File: src/rtl/vending_machine.sv
// Single-product vending controller.
// Moore FSM: coin credit, one-cycle beverage strobe, refund clears credit.
module vending_machine #(
  parameter int PRICE    = 1,
  parameter int CREDIT_W = 4
) (
  input  logic clk,
  input  logic rst_n,
  input  logic coin,
  input  logic selection,
  input  logic refund,
  output logic beverage
);

  localparam logic [CREDIT_W-1:0] MAX_CREDIT = '1;
  localparam logic [CREDIT_W-1:0] PRICE_C = CREDIT_W'(PRICE);

  typedef enum logic [1:0] {
    IDLE,
    CREDIT,
    READY,
    VEND
  } state_t;

  state_t              state_q, state_d;
  logic [CREDIT_W-1:0] credit_q, credit_d;
  logic                coin_q, coin_d;
  logic                sel_q, sel_d;
  logic                bev_q, bev_d;

  logic                coin_evt;
  logic                sel_evt;
  logic [CREDIT_W-1:0] base;

  function automatic state_t classify(logic [CREDIT_W-1:0] c);
    if (c == '0)
      return IDLE;
    else if (c < PRICE_C)
      return CREDIT;
    else
      return READY;
  endfunction

  function automatic logic [CREDIT_W-1:0] add_coin(
    logic [CREDIT_W-1:0] c,
    logic                evt
  );
    if (evt && c != MAX_CREDIT)
      return c + 1'b1;
    else
      return c;
  endfunction

  // Edge detect, refund > select > coin priority, next credit and state.
  always_comb begin
    coin_evt = coin & ~coin_q;
    sel_evt  = selection & ~sel_q;
    coin_d   = coin;
    sel_d    = selection;
    base     = credit_q;
    credit_d = credit_q;
    state_d  = state_q;

    if (state_q == VEND) begin
      credit_d = add_coin(credit_q, coin_evt);
      state_d  = classify(credit_d);
    end else if (refund) begin
      credit_d = '0;
      state_d  = IDLE;
    end else if (sel_evt && state_q == READY) begin
      base     = credit_q - PRICE_C;
      credit_d = add_coin(base, coin_evt);
      state_d  = VEND;
    end else begin
      credit_d = add_coin(credit_q, coin_evt);
      state_d  = classify(credit_d);
    end

    bev_d = (state_d == VEND);
  end

  // State, credit, edge-detect and strobe registers.
  always_ff @(posedge clk or negedge rst_n) begin
    if (!rst_n) begin
      state_q  <= IDLE;
      credit_q <= '0;
      coin_q   <= 1'b0;
      sel_q    <= 1'b0;
      bev_q    <= 1'b0;
    end else begin
      state_q  <= state_d;
      credit_q <= credit_d;
      coin_q   <= coin_d;
      sel_q    <= sel_d;
      bev_q    <= bev_d;
    end
  end

  assign beverage = bev_q;

endmodule

File: config.mk
export PLATFORM = sky130hd
export DESIGN_NAME = vending_machine
export DESIGN_NICKNAME = d
export VERILOG_FILES = /design/src/rtl/vending_machine.sv
export SDC_FILE = /design/constraint.sdc
export NUM_CORES = 1
export LEC_CHECK = 0
export CORE_AREA = 2 2 53 55
export CTS_CLUSTER_DIAMETER = 60
export DETAILED_ROUTE_END_ITERATION = 10
export DIE_AREA = 0 0 55 57
export HOLD_SLACK_MARGIN = 0.1
export PLACE_DENSITY_LB_ADDON = 0.3
export SETUP_SLACK_MARGIN = 0.3
export SLEW_MARGIN = 20
export SYNTH_ARGS = -nofsm -noshare
export SYNTH_HDL_FRONTEND = slang
export SYNTH_SLANG_ARGS = --single-unit
File: constraint.sdc
create_clock -name clk -period 5.4 [get_ports clk]
set_input_delay 1.62 -clock clk [delete_from_list [all_inputs] [get_ports clk]]
set_output_delay 1.62 -clock clk [all_outputs]
set_load 0.02 [all_outputs]
# Word level (Yosys, flattened, before mapping)
# Cells that the tools add are included.
[word_totals]
out_inout_bits = 1
rom_bits = 0
latchBits = 0
mem_count = 0
ram_bits = 0
reg_bits = 9
inputBits = 5
[classes]
n_shift = 0
n_mux = 16
n_eq_ne = 5
n_addsub = 3
bitwise = 4
n_lt_le_gt_ge = 2
mul = 0
div = 0
reduce_logical = 5
[ops]
columns = ["cell", "count"]
rows = [
  ["4-bit two-way mux", 9],
  ["2-bit two-way mux", 7],
  ["4-bit by 1-bit adder with 4-bit output, second input constant", 2],
  ["4-bit logical NOT", 2],
  ["4-bit by 1-bit less-than comparator with 1-bit output, second input constant", 2],
  ["4-bit inequality test, second input constant", 2],
  ["2-bit == test, second input constant", 3],
  ["4-bit by 1-bit subtractor with 4-bit output, second input constant", 1],
  ["1-bit logical AND", 3],
  ["1-bit AND", 2],
  ["1-bit inverter", 2],
]

# Longest topological paths before layout
# Gate-level depths: netlist of the first run.
[logic_depth]
word_depth = 14
mapped_depth = 7
depth_no_buf = 6

# Worst setup path after synthesis of the first run
# OpenSTA, ideal clock, no wires.
[synth_path]
path_kind = "input -> register"
start = "input coin"
end = "register credit_q[3]"
n_path_buf = 0
stages = 4
arrival_time_ns = 2.436
setup_slack_ns = 2.836
setup_ns = 0.128
required_time_ns = 5.272
cell_sequence = "or4b_4 -> a211oi_2 -> xnor2_1 -> o22ai_1"
[synth_between]
elab_chain_len = 9
elab_cells_between_ends = 12
cone_classes = "mux: 9; bitwise: 1; reduce/logical: 2"
[synth_rtl]
columns = ["item", "line", "source"]
rows = [
  ["from (decl)", "9", "input logic coin,"],
  ["1-bit AND (*)", "56", "coin_evt = coin & ~coin_q;"],
  ["1-bit logical AND", "48", "if (evt && c != MAX_CREDIT)"],
  ["4-bit two-way mux", "48", ""],
  ["4-bit two-way mux", "70", "end else if (sel_evt && state_q == READY) begin"],
  ["4-bit two-way mux", "67", "end else if (refund) begin"],
  ["4-bit two-way mux", "64", "if (state_q == VEND) begin"],
  ["4-bit two-way mux", "70", ""],
  ["4-bit two-way mux", "67", ""],
  ["4-bit two-way mux (*)", "64", ""],
  ["net credit_d[3]", "26", "logic [CREDIT_W-1:0] credit_q, credit_d;"],
  ["to (signal assigned)", "92", "credit_q <= credit_d;"],
  ["to (decl)", "26", ""],
]
# Mark *: on every way through the listed nets, which the timed path passes. The rest lies on a longest branch. The select of a mux whose other input is x is not followed.

# Final worst setup path of the first run
# Ends and elaborated chain as after synthesis.

==> results.cfg, run 1 <==
[status]
outcome = complete, no violations

[clock_network]
ctsResizeCount = 0
numCtsBuffers = 3
cts_max_level = 1
cts_tree = yes
clk_latency_ps = 260
cts_sinks = 9
ctsHoldBuffers = 0
postCtsSetupBuffers = 0
cts_buffer_depth = 2
path_clk_slew_ps = 60
root_buffer = clkbuf_4

[logic_synthesis]
syn_avg_cell_area_sq_um = 9.29
netlist_area_sq_um = 613
synth_top_area_share = 0.367
syn_inst = 66
ys_ff_latch = 9
yosysWarnings = 0
ys_types = 36
yosysSeqAreaShare = 0.367
yosys.area.top_type = dfrtp_1
synth_top_cells_by_area = dfrtp_1 (37%), xnor2_1 (4.3%), ha_1 (4.1%)
syn-num-nets = 73

[layout]
final_nets = 80
diodes = 0
syn_to_final_growth_pct = 14.3
layout-drive-gt1-share = 0.0972
fin_area_sq_um = 701

[global_routing]
antenna_found_initial = 0
grt_pass1_vias = 524
grt_max_degree = 13
grt_overflow = 0
grt_use_total = 0.106
grt_pass1_wl_um = 2460

[placement]
io_buffers = 5
placed_cell_area_sq_um = 674
hpwl_um = 962
gp_congestion = 0.725

[routing]
dr_total_vias = 488
routed_wl_um = 1260
wire_per_inst_um = 12.3
vias_per_cell = 4.74
drt-pass1-iter-count = 4
drtIter0Drc = 11
ant_nets = 0
route.detailed.drc = 0

[worst_setup_path]
worst_setup_path_start_kind = input port
critPathMaxFanout = 4
r2r_slack_ps = 3380
crit_path_end_kind = flop
cp.arrival_ps = 2990
reg2reg_from = credit_q[0]
rr_endpoint = credit_q[3]
crit_required_ps = 5540
worstSetupPathType = input port to flop
reg2regPathDepth = 6

[timing]
fin_crit_sh = 0.528
tightest_slew_ps = 437
final.setup.tns_ps = 0
finalClockSkew_ps = 0.646
hold_violations = 0
rsz0062_at_grt = no
finalSetupViolCount = 0
min_period_ps = 2850
max_freq_mhz = 351
drv_slew = 0
max-slew-margin-rel = 0.708

[power]
power.density_mw_per_mm2 = 374
p_leak_nw = 0.293
irDropWorstVdd_mv = 0.167

[hold_path]
holdPathEnd = beverage
hold-path-cell-count = 3
hp-class = flop to flop
hp-start = state_q[0]

[job]
drv_cap = 0

[floorplan]
core_sq_mm = 0.00262
rows = 19
die_h_um = 57
io_pins = 6
start_util = 0.234
fp.dieW_um = 55
dieArea_sq_mm = 0.00314
worst max-delay path by stage:
stage               startpoint          end  slack (ps)  depth (start not counted)
global route              coin   state_q[1]        2380                          5
global placement          coin  credit_q[3]        2290                          5
finish                    coin  credit_q[3]        2550                          5
detailed placement        coin  credit_q[3]        2280                          5
floorplan                 coin  credit_q[3]        2840                          4
CTS                       coin  credit_q[3]        2560                          5
sequential cells by signal (all words and copies together), names as in the netlist:
| register | cells |
|---|---|
| state_q | 2 |
| beverage | 1 |
| sel_q | 1 |
| credit_q | 4 |
| coin_q | 1 |
synth_stat cells:
library cell and n:
or4b_4 1, inv_2 1, a211oi_1 1, buf_2 1
nand3_1 2, a2bb2oi_1 1, o21ai_0 3, a22oi_1 1
o21a_1 1, nand4_1 1, o311ai_1 1, a211oi_2 1
inv_1 4, and3_1 1, o31ai_1 1, and3b_1 1
o22ai_1 1, a21oi_1 2, or3_1 2, nor2_1 2
nand2b_1 2, a41oi_1 1, buf_6 2, mux2i_1 1
and2_1 3, o221ai_1 1, xor2_1 2, a21boi_1 1
dfrtp_1 9, o21ai_1 2, nor3_1 2, nand2_2 1
xnor2_1 3, ha_1 2, nand2_1 3, nor2b_1 2
final cells by class:
cell class              instances  area [sq um]
fillers                       289          1910
inverters                       5          18.8
repair buffers                  5          50.0
well taps                      31          38.8
multi-input cells              49           342
clock buffers                   4          26.3
flip-flops and latches          9           225
logic make-up (layout without fill, tap and decap cells):
kind of cell	count (synthesis)	in the layout	share of synthesized area
flops	9	9	0.367
simple gates	23	23	0.222
compound gates	18	18	0.206
fa+ha+maj	2	2	0.0408
mux	1	1	0.0163
xor+xnor	5	5	0.0714
buf+inv	8	14	0.0755
placed cells by master (no fill, tap or decap), types with 3 or more instances in the layout:
| master | Yosys | routed |
|---|---|---|
| dfrtp_1 | 9 | 9 |
| inv_1 | 4 | 4 |
| xnor2_1 | 3 | 3 |
| clkbuf_4 | 0 | 3 |
| o21ai_0 | 3 | 3 |
| nand2_1 | 3 | 3 |
| clkdlybuf4s50_1 | 0 | 5 |
| and2_1 | 3 | 3 |
routing by layer:
metal,GRT usage,vias to the layer above,part of all wire
met1,0.147,230,0.49
met5,0,-,0
met3,0.0314,2,0.026
met2,0.160,7,0.47
li1,-,249,-
met4,0.0314,0,0.011
metrics by stage:
stage / util / power, W / hold WS, ps / cells / setup WS, ps
3_5_place_dp: 0.258 / 0.000211 / 602 / 99 / 2280
2_1_floorplan: - / 0.000191 / 541 / 66 / 2840
3_3_place_gp: 0.258 / 0.000209 / 601 / 99 / 2290
5_1_grt: 0.268 / 0.000289 / 664 / 103 / 2380
6_report: 0.268 / 0.000262 / 601 / 103 / 2550
4_1_cts: 0.268 / 0.000265 / 614 / 103 / 2560
power breakdown:
group	total, W	switching [W]	internal, W
combinational	0.000107	0.0000557	0.0000515
clock	0.0000524	0.0000239	0.0000285
sequential	0.000102	0.0000233	0.0000788
total	0.000262	0.000103	0.000159
critical path, stage by stage:
cell and delay (ps):
clkdlybuf4s50_1 500, or4b_4 460, a211oi_2 180, xnor2_1 140
o22ai_1 90
(Power assumes the default switching activity.)
==> run 2: changes to the inputs <==
Clock period 5.4 ns to 2.66 ns, I/O delays scaled along.
==> results of run 2 <==
The final DEF is identical to that of run 1. Status: complete, no violations.
Main changes from that run: setup slack after placement 2280 ps -> 357 ps; setup slack after layout 2550 ps -> 633 ps; register-to-register setup slack 3380 ps -> 640 ps; total power 0.000262 W -> 0.000531 W; worst IR drop on VDD 0.167 mV -> 0.339 mV
==> run 3: changes to the inputs <==
Clock period 2.66 ns to 1.7 ns, I/O delays scaled along.
==> run 3 against run 2 <==
Power grew 89%. Register-to-register slack lost 600 ps. First-iteration DRC count shrank 55%. Sequential share of layout area shrank 5.2 points. Core utilization grew 5.4 points. Critical path depth grew 1. Hold slack lost 120 ps. Combinational power grew 150%. Largest power group unchanged. Count of clock-buffer cells in the layout is the same. Worst setup slack lost 590 ps. Sequential power grew 41%. Cell count grew 13%.
==> results.cfg, run 3 (synthesized netlist as in run 1, its figures left out) <==
[status]
outcome = complete, no violations

[timing]
fin_ws_ps = 38.7
fin_crit_sh = 0.977
finalClockSkew_ps = 0.152
max_freq_mhz = 602
max-slew-margin-rel = 0.709
rsz0062_at_grt = yes
hold_violations = 0
tightest_slew_ps = 435
finalSetupViolCount = 0
min_period_ps = 1660
drv_slew = 0

[worst_setup_path]
worst_setup_path_start_kind = flop
crit_required_ps = 1860
cp.arrival_ps = 1820
crit_path_end_kind = flop
worstSetupPathType = flop to flop
critPathMaxFanout = 2

[layout]
final_nets = 93
fin_area_sq_um = 842
diodes = 0
seq_area_sq_um = 226
reg_top3 = credit_q x4, state_q x2
final_common_cell = buf_4
layout-drive-gt1-share = 0.376
top_register = credit_q
syn_to_final_growth_pct = 37.3
multi_input_area_sq_um = 388
fill_cells = 276
final_cell_mix = buf_4 (12), dfrtp_1 (8)
largest_reg_flops = 4

[clock_network]
root_buffer = clkbuf_4
cts_buffer_depth = 2
cts_tree = yes
numCtsBuffers = 3
clk_latency_ps = 270
cts_sinks = 9
cts_max_level = 1
ctsHoldBuffers = 0
path_clk_slew_ps = 70

[power]
irDropWorstVdd_mv = 0.644
p_leak_nw = 0.372
total_power_w = 0.00101
power.density_mw_per_mm2 = 1200

[routing]
dr_total_vias = 550
drt-pass1-iter-count = 5
routed_wl_um = 1410
route.detailed.drc = 0
vias_per_cell = 4.74
wire_per_inst_um = 12.2
ant_nets = 0
drtIter0Drc = 5

[floorplan]
dieArea_sq_mm = 0.00314
rows = 19
die_h_um = 57
start_util = 0.234
io_pins = 6
fp.dieW_um = 55
core_sq_mm = 0.00262

[hold_path]
hp-class = input port to flop

[placement]
gp_congestion = 0.734
dp_slack_ps = -348
placed_cell_area_sq_um = 761
io_buffers = 5
hpwl_um = 1010

[job]
drv_cap = 0

[global_routing]
grt_pass1_vias = 544
grt_overflow = 0
grt_max_degree = 12
grt_pass1_wl_um = 2430
grt_use_total = 0.111
antenna_found_initial = 0
[run 3: cell types whose count changed in the layout (fill, tap and decap cells not counted), moves of 2 or more]
cell,before,now
buf_4,0,12
clkdlybuf4s50_1,5,2
dlygate4sd2_1,0,2
inv_1,4,2
inv_2,1,3
nor2b_1,2,0
nor3_1,2,0
[run 3: worst paths after layout]
| check | startpoint | to | slack [ps] | cells past startpoint |
|---|---|---|---|---|
| worst max register to register | credit_q[1] | credit_q[3] | 40 | 6 |
| min in group asynchronous | rst_n | coin_q | 540 | 1 |
| worst min-delay path | selection | sel_q | 480 | 1 |
| worst max-delay path | credit_q[1] | credit_q[3] | 40 | 6 |
| max in group asynchronous | rst_n | credit_q[2] | 830 | 1 |
| worst min register to register | state_q[0] | beverage | 600 | 3 |
[run 3: through the flow]
stage | TNS, ps | hold slack [ps] | util | std cells
3_5_place_dp | -1490 | 581 | 0.291 | 109
6_report | 0 | 480 | 0.322 | 116
4_1_cts | 0 | 485 | 0.317 | 116
3_3_place_gp | -1450 | 586 | 0.291 | 109
5_1_grt | -61.9 | 478 | 0.322 | 116
2_1_floorplan | -108 | 214 | - | 66
[run 3: cell type report]
| class | count | share of cell area |
|---|---|---|
| multi-input combinational | 49 | 0.461 |
| sequential | 9 | 0.269 |
| timing repair buffer | 18 | 0.171 |
| tap | 31 | 0.0461 |
| clock buffer | 4 | 0.0312 |
| inverter | 5 | 0.0223 |
[run 3: power by group]
group          internal [W]  total [W]  switching [W]  leakage [nW]
Clock             0.0000910   0.000180      0.0000892        0.0150
Combinational      0.000275   0.000536       0.000262         0.242
Sequential         0.000252   0.000291      0.0000390         0.116
Total              0.000617    0.00101       0.000390         0.372
[run 3: timing repair]
| action | in CTS | in global routing |
|---|---|---|
| pin swaps | 5 | 2 |
| resized for setup | 11 | 6 |
| endpoints found under the setup margin | 6 | 6 |
| buffers inserted | 3 | 0 |
[run 3: critical path, stage by stage (launching register included)]
cell      delay (ps)
dfrtp_1          400
inv_2             80
ha_4             190
or4b_4           480
a211oi_2         180
xnor2_1          140
o22ai_1           80
[run 3: metal layers]
layer,track usage,up-vias,part of all wire
li1,-,272,-
met1,0.147,267,0.48
met2,0.158,7,0.46
met3,0.0236,4,0.027
met4,0.0732,0,0.030
met5,0,-,0
